$ cat src/rtl/output_coord_generator.sv
// rtl/output_coord_generator.sv - kernel top-left coordinate sequencer feeding the 3x3 depthwise address generator
module output_coord_generator #(
    parameter int ROW_COUNT   = 4,
    parameter int ADDR_WIDTH  = 6,
    parameter int KERNEL_SIZE = 3
) (
    input  logic                  i_clk,
    input  logic                  i_nrst,
    input  logic                  i_reg_clear,
    input  logic                  i_start,
    input  logic                  i_ready,
    input  logic                  i_stride,
    input  logic [ADDR_WIDTH-1:0] i_i_size,
    output logic                  o_valid,
    output logic [ADDR_WIDTH-1:0] o_x,
    output logic [ADDR_WIDTH-1:0] o_y,
    output logic [ROW_COUNT-1:0]  o_row_id,
    output logic                  o_busy,
    output logic                  o_done
);

    typedef enum logic [1:0] {
        S_IDLE,
        S_RUN,
        S_DONE
    } state_t;

    localparam logic [ADDR_WIDTH-1:0] KSIZE   = ADDR_WIDTH'(KERNEL_SIZE);
    localparam logic [ROW_COUNT-1:0]  ROW_ONE = ROW_COUNT'(1);

    state_t                state;
    logic [ADDR_WIDTH-1:0] lim_q;
    logic                  step2_q;

    logic [ADDR_WIDTH:0]   step_w;
    logic [ADDR_WIDTH:0]   lim_ext;
    logic [ADDR_WIDTH:0]   y_next;
    logic [ADDR_WIDTH:0]   x_next;
    logic [ROW_COUNT-1:0]  row_rot;

    // One extra bit keeps o_y+step from wrapping near the top of the range.
    assign step_w  = {{(ADDR_WIDTH-1){1'b0}}, step2_q, ~step2_q};
    assign lim_ext = {1'b0, lim_q};
    assign y_next  = {1'b0, o_y} + step_w;
    assign x_next  = {1'b0, o_x} + step_w;
    assign row_rot = {o_row_id[ROW_COUNT-2:0], o_row_id[ROW_COUNT-1]};

    always_ff @(posedge i_clk or negedge i_nrst) begin
        if (!i_nrst) begin
            state    <= S_IDLE;
            lim_q    <= '0;
            step2_q  <= 1'b0;
            o_valid  <= 1'b0;
            o_x      <= '0;
            o_y      <= '0;
            o_row_id <= '0;
            o_busy   <= 1'b0;
            o_done   <= 1'b0;
        end else if (i_reg_clear) begin
            state    <= S_IDLE;
            lim_q    <= '0;
            step2_q  <= 1'b0;
            o_valid  <= 1'b0;
            o_x      <= '0;
            o_y      <= '0;
            o_row_id <= '0;
            o_busy   <= 1'b0;
            o_done   <= 1'b0;
        end else begin
            case (state)
                S_IDLE: begin
                    o_done <= 1'b0;
                    if (i_start) begin
                        o_busy <= 1'b1;
                        if (i_i_size >= KSIZE) begin
                            lim_q    <= i_i_size - KSIZE;
                            step2_q  <= i_stride;
                            o_x      <= '0;
                            o_y      <= '0;
                            o_row_id <= ROW_ONE;
                            o_valid  <= 1'b1;
                            state    <= S_RUN;
                        end else begin
                            // Tile smaller than the kernel: nothing to emit.
                            o_done <= 1'b1;
                            state  <= S_DONE;
                        end
                    end
                end
                S_RUN: begin
                    if (o_valid && i_ready) begin
                        if (y_next <= lim_ext) begin
                            o_y      <= y_next[ADDR_WIDTH-1:0];
                            o_row_id <= row_rot;
                        end else if (x_next <= lim_ext) begin
                            o_y      <= '0;
                            o_x      <= x_next[ADDR_WIDTH-1:0];
                            o_row_id <= row_rot;
                        end else begin
                            o_valid  <= 1'b0;
                            o_x      <= '0;
                            o_y      <= '0;
                            o_row_id <= '0;
                            o_done   <= 1'b1;
                            state    <= S_DONE;
                        end
                    end
                end
                S_DONE: begin
                    o_done <= 1'b0;
                    o_busy <= 1'b0;
                    state  <= S_IDLE;
                end
                default: begin
                    state   <= S_IDLE;
                    o_valid <= 1'b0;
                    o_busy  <= 1'b0;
                    o_done  <= 1'b0;
                end
            endcase
        end
    end

endmodule
$ cat config.mk
export PLATFORM = sky130hd
export DESIGN_NAME = output_coord_generator
export DESIGN_NICKNAME = d
export VERILOG_FILES = /design/src/rtl/output_coord_generator.sv
export SDC_FILE = /design/constraint.sdc
export NUM_CORES = 1
export LEC_CHECK = 0
export ABC_AREA = 0
export CORE_UTILIZATION = 35
export DETAILED_ROUTE_END_ITERATION = 8
export MAX_ROUTING_LAYER = met4
export SETUP_SLACK_MARGIN = 0.05
export SLEW_MARGIN = 10
export SYNTH_ARGS = -nofsm -noshare
export SYNTH_HDL_FRONTEND = slang
export SYNTH_SLANG_ARGS = --single-unit
$ cat constraint.sdc
create_clock -name i_clk -period 4 [get_ports i_clk]
set_input_delay 0.8 -clock i_clk [delete_from_list [all_inputs] [get_ports i_clk]]
set_output_delay 0.8 -clock i_clk [all_outputs]
set_load 0.005 [all_outputs]
* After elaboration in Yosys (flattened, before gate mapping)
Index checks and enable logic that the tools add are counted.
Widths: inputs -> output; s select.
** Storage, ports and cells
- Output and inout bits :: 19
- Bits of input ports :: 12
- Flip-flop bits (word level) :: 28
** Operators by class
- Add/subtract/negate cells :: 3
- Bitwise logic cells :: 1
- Magnitude comparators :: 3
- Muxes and demuxes :: 50
- Reduce and logical (&&, ||, !) cells :: 13
- Eq/ne operators :: 9
** Operators with widths (number)
- $mux 6 :: 13
- $mux 4 :: 6
- $pmux 6 s2 :: 2
- $mux 1 :: 18
- $ne 3x3->1 const B :: 5
- $add 6x2->7 :: 2
- $le 7x6->1 :: 2
- $mux 2 :: 6
- $pmux 4 s2 :: 1
- $reduce_and 4->1 :: 2
- $ge 6x2->1 const B :: 1
- $reduce_and 3->1 :: 2
- $reduce_and 6->1 :: 1
- $reduce_bool 2->1 :: 3
- $sub 6x2->6 const B :: 1
- $reduce_and 5->1 :: 1
- $ne 2x2->1 const B :: 2
- $pmux 1 s2 :: 2
- $pmux 2 s2 :: 1
- $pmux 1 s3 :: 1
- $reduce_bool 3->1 :: 1
- $eq 2x1->1 const B :: 1
- $eq 2x2->1 const B :: 1
- $logic_not 2->1 :: 1
- 3 further kinds :: 3

* Longest topological paths before layout
- Depth in word-level cells :: 8
- Mapped depth :: 13

* Worst setup path before layout
OpenSTA, ideal clock, no wires.
- Path kind :: register to register
- From :: register step2_q
- To :: register o_done
- Data arrival time :: 2.857 ns
- Stages on the path, launching flop included :: 12
- Required time :: 3.875 ns
- Period minus slack after synthesis :: 2.982 ns
- Setup slack :: 1.018 ns
- Cells stage by stage :: dfrtp_1 > inv_1 > ha_1 > fa_1 > xor2_1 > ha_1 > a21oi_1 > a21oi_1 > o22a_1 > nor2_2 > a311oi_2 > mux2_4
** On the way
- Longest elaborated chain between the ends :: 5
- Elaborated cells on any way between the ends :: 8
** Ends and longest elaborated chain
- start: declaration :: RTL line 33 : logic step2_q;
- start signal: assignment :: RTL line 77 : step2_q <= i_stride;
- $not 1->1 :: RTL line 42 : assign step_w = {{(ADDR_WIDTH-1){1'b0}}, step2_q, ~step2_q};
- $add 6x2->7, on equally long branches :: RTL line 45, 44
- $le 7x6->1, on equally long branches :: RTL line 95, 92
- $ne 3x3->1 (no line)
- $reduce_and 3->1 (no line) (*)
- end signal: assignment :: RTL line 58 : o_done <= 1'b0;
- end signal: assignment :: RTL line 104 : o_done <= 1'b1;
- end signal: assignment :: RTL line 110 : o_done <= 1'b0;
- end: declaration :: RTL line 19 : output logic o_done
Every way passes the cells marked *; elsewhere a longest branch is shown, timed or not.
A chain may end at the register's enable or synchronous reset.

* Final worst setup path
Ends and elaborated chain as after synthesis.

==> results by stage <==
Floorplanning:
- The standard-cell row count is 26.
- 31 I/O pins were placed.
- The floorplan step defined a die boundary enclosing 0.00580 sq mm.
- From bottom edge to top edge, the die measures 76.2 um.
- The core box area is 0.00520 sq mm.
- The horizontal extent of the die is 76.2 um.
- For this configuration, the core starts out at a cell density of 0.370.

Synthesis:
- Of the synthesized area, sequential elements account for 0.364.
- Synthesis produced a netlist with a net count of 241.
- The distinct cell type count of the synthesized netlist is 43.
- The adder and majority gate portion of the synthesized area is 0.131.
- Of the total synthesized cell area, the portion taken by XOR and XNOR cells is 0.0501.
- The total number of yosys warnings is 0.
- The dominant combinational cell family by area after synthesis is simple AND/OR/NAND/NOR gates.
- The number of synthesized register bits is 28.
- After synthesis the cells add up to 0.00192 sq mm.
- A synthesized cell averages 9.16 sq um.
- Among all flip-flop cells after synthesis, the most frequent one is sky130_fd_sc_hd__dfrtp_1.
- The compound-cell area share of the yosys netlist is 0.196.
- After synthesis, the share of cell area in mux cells is 0.0130.
- Of the total synthesized cell area, the portion taken by AND, OR, NAND and NOR gates is 0.204.
- After synthesis, the share of flip-flops with an asynchronous set or reset is 1.00.
- In this run, synthesis inferred 0 flip-flops with an integrated enable.
- In the synthesized netlist, the number of instances is 210.

Hold path:
- The classification of the worst-slack hold path is flop to flop.

Clock tree:
- The clock passes through at most 2 buffers.
- The TritonCTS buffer count is 3.
- In this run, post-CTS hold repair placed 0 buffers.
- Once the clock tree was built, the resizer swapped 0 gates to a different size.
- The H-tree level count is 1.
- Clock-pin slew was measured on the worst setup and hold paths at 100 ps.
- Clock latency on the worst-skew pair, taken at its later pin, is 270 ps.
- The sink count of the clock tree is 28.
- The tree is rooted in a sky130_fd_sc_hd__clkbuf_8.
- After clock tree synthesis, the setup repair step added 0 buffers.
- The TritonCTS clock tree is yes.

Timing:
- Setup slack closes at 542 ps.
- The clock period minus worst slack is 3460 ps.
- The final setup TNS is 0 ps.
- The final cycle utilization of the critical path is 0.864.
- The worst hold slack across all endpoints is 524 ps.
- The number of hold violations in the final report is 0.
- Timing would allow up to 289 MHz.
- Setup repair after global routing left no endpoint under its margin.
- The pin slew with the least headroom to its limit is 1110 ps.
- For the final database, setup skew stands at 4.41 ps.
- Setup violations remaining at the end of the flow were counted as 0.
- The number of pins with negative max-slew slack in the final report is 0.
- In this run the tightest slew margin relative to its limit is 0.254.

Cells and area:
- The layout has 538 filler cells.
- The total area of multi-input combinational cells is 0.00114 sq mm.
- In the final design database the tool counted 273 nets.
- Of the cells placed in the final design, the portion with a size suffix greater than 1 is 0.0788.
- The area growth from synthesis to layout is 22.4%.
- The number of antenna diodes in the final layout is 0.
- The post-route standard cell area excluding fillers is 0.00235 sq mm.
- The register area is 701 sq um.

Global routing:
- The number of global-route vias before repair is 1531.
- The initial antenna violation count is 0.
- The global routing usage summed across all routing layers is 0.160.
- The first global-routing pass estimated 7300 um of wire.
- The maximum number of pins on one net before global-route repair is 29.
- The total grt overflow is 0.

Critical path:
- The startpoint-to-endpoint class of the critical path is flop to flop.
- STA puts the critical path data required time at 4170 ps.
- The worst path arrival time is 3630 ps.
- The endpoint type of the worst setup path is a flop.
- The setup slack of the most critical reg-to-reg path is 540 ps.
- The startpoint type of the worst setup path is a flop.
- The maximum fanout count along the critical path is 6.

Power and ir drop:
- The internal power consumption is 0.000696 W.
- Of the total power, registers draw 0.332.
- Of the total power, combinational logic draws 0.516.
- The total power draw is 0.00118 W.
- The clock group share of total power is 0.151.
- The switching fraction of total power is 0.409.
- Power spread over the standard cell area amounts to 500 mW/mm^2.
- The static power due to leakage is 1.03 nW.
- The highest ir drop seen on vdd is 315 uV.
- Summed over all nets, the switching power comes to 0.000482 W.

Route:
- The wire length reported by the detailed router is 4280 um.
- The pre-antenna-repair detailed-routing pass consisted of 4 iterations.
- The violation count after the first detailed-route iteration is 49.
- The total vias in the final route is 1609.
- The routed wirelength normalized by instance count is 13.8 um.
- Using the TritonRoute via totals, the vias-per-cell ratio works out to 5.17.
- The detail route stage leaves a number of antenna-violating nets equal to 0.
- After detailed routing, the number of remaining DRC violations is 0.

Placement:
- The placement-stage cell area is 0.00230 sq mm.
- The minimum setup slack after placement is 594 ps.
- The weighted congestion at the end of routability-driven global placement is 0.811.
- The HPWL after detailed placement is 3310 um.
- The count of buffers added on input and output ports is 30.

Job:
- The tool flagged a number of max-cap violations equal to 0.

Outcome:
- The run finished with clean final reports.
[power groups by stage]
stage / clock, W / combinational (W) / sequential [W]
after floorplan: 0 / 0.000431 / 0.000389
after global placement: 0 / 0.000604 / 0.000398
after detailed placement: 0 / 0.000611 / 0.000398
after CTS: 0.000188 / 0.000615 / 0.000392
after global routing: 0.000199 / 0.000684 / 0.000401
final: 0.000178 / 0.000608 / 0.000391
[placed cells by master (no fill, tap or decap), drive strengths merged, types with 9 or more instances in the layout]
cell / Yosys / final
dfrtp: 28 / 28
a21oi: 15 / 15
nand2: 30 / 30
nand3: 13 / 13
inv: 14 / 14
clkdlybuf4s50: 0 / 30
ha: 17 / 17
o21ai: 15 / 15
xnor2: 9 / 9
nor2: 16 / 16
[critical path, cell delays in order, from the launching register on]
cell                       delay [ps]
sky130_fd_sc_hd__dfrtp_1          510
sky130_fd_sc_hd__inv_1            150
sky130_fd_sc_hd__ha_1             230
sky130_fd_sc_hd__fa_1             500
sky130_fd_sc_hd__xor2_1           220
sky130_fd_sc_hd__ha_1             330
sky130_fd_sc_hd__a21oi_1           80
sky130_fd_sc_hd__a21oi_1          140
sky130_fd_sc_hd__o22a_1           330
sky130_fd_sc_hd__nor2_2           120
sky130_fd_sc_hd__a311oi_2         400
sky130_fd_sc_hd__mux2_4           330
[synth_stat cells, types with 2 or more instances]
master	n	area [sq um]
sky130_fd_sc_hd__nand2_1	29	109
sky130_fd_sc_hd__dfrtp_1	28	701
sky130_fd_sc_hd__ha_1	17	213
sky130_fd_sc_hd__a21oi_1	15	75.1
sky130_fd_sc_hd__inv_1	14	52.6
sky130_fd_sc_hd__nor2_1	14	52.6
sky130_fd_sc_hd__o21ai_0	14	70.1
sky130_fd_sc_hd__nand3_1	13	65.1
sky130_fd_sc_hd__xnor2_1	9	78.8
sky130_fd_sc_hd__nor3_1	5	25.0
sky130_fd_sc_hd__and2_1	4	25.0
sky130_fd_sc_hd__a211oi_1	3	22.5
sky130_fd_sc_hd__clkbuf_1	3	11.3
sky130_fd_sc_hd__nor3b_1	3	22.5
sky130_fd_sc_hd__a21o_1	2	15.0
sky130_fd_sc_hd__a22o_1	2	17.5
sky130_fd_sc_hd__a31oi_1	2	12.5
sky130_fd_sc_hd__fa_1	2	40.0
sky130_fd_sc_hd__nand3b_1	2	15.0
sky130_fd_sc_hd__nor2_2	2	12.5
sky130_fd_sc_hd__o22a_1	2	17.5
sky130_fd_sc_hd__o22ai_1	2	12.5
sky130_fd_sc_hd__o31ai_1	2	15.0
sky130_fd_sc_hd__xor2_1	2	17.5
[through the flow]
step	std cells	utilization
6_report	311	0.452
5_1_grt	311	0.452
4_1_cts	311	0.452
3_5_place_dp	307	0.442
3_3_place_gp	307	0.442
2_1_floorplan	210	-
[cells by family (layout without fill, tap and decap cells)]
family	Yosys count	in the layout
flip-flops	28	28
XOR/XNOR	11	11
AND/OR/NAND/NOR	79	79
buffers and inverters	19	50
multiplexers	2	2
adder cells (fa/ha/maj)	19	19
AO/OA/AOI/OAI	52	52
[routing by layer]
| layer | vias up | share of wire | track usage | routed length [um] |
|---|---|---|---|---|
| li1 | 807 | - | - | - |
| met1 | 761 | 0.48 | 0.208 | 2080 |
| met2 | 39 | 0.47 | 0.271 | 2010 |
| met3 | 2 | 0.041 | 0.0263 | 175 |
| met4 | 0 | 0.0040 | 0.0173 | 17 |
| met5 | - | 0 | - | 0 |
[final timing paths]
path,cells past startpoint,to,startpoint
max,11,o_done,step2_q
min,2,o_x[0],o_x[0]
max reg2reg,11,o_done,step2_q
min reg2reg,2,o_x[0],o_x[0]
max in group asynchronous,2,lim_q[0],i_nrst
min in group asynchronous,2,o_y[3],i_nrst
[state kept, by name, summed over array words and instances, names as in the netlist]
name / cells
state: 2
o_y: 6
step2_q: 1
o_done: 1
o_busy: 1
o_valid: 1
o_x: 6
lim_q: 6
o_row_id: 4
[final cells by class]
type | instances | share of cell area
clock buffer | 4 | 0.0234
inverter | 14 | 0.0223
tap | 70 | 0.0372
timing repair buffer | 32 | 0.134
multi-input combinational | 163 | 0.486
sequential | 28 | 0.298
No activity file was read; power rests on OpenSTA's default activity.
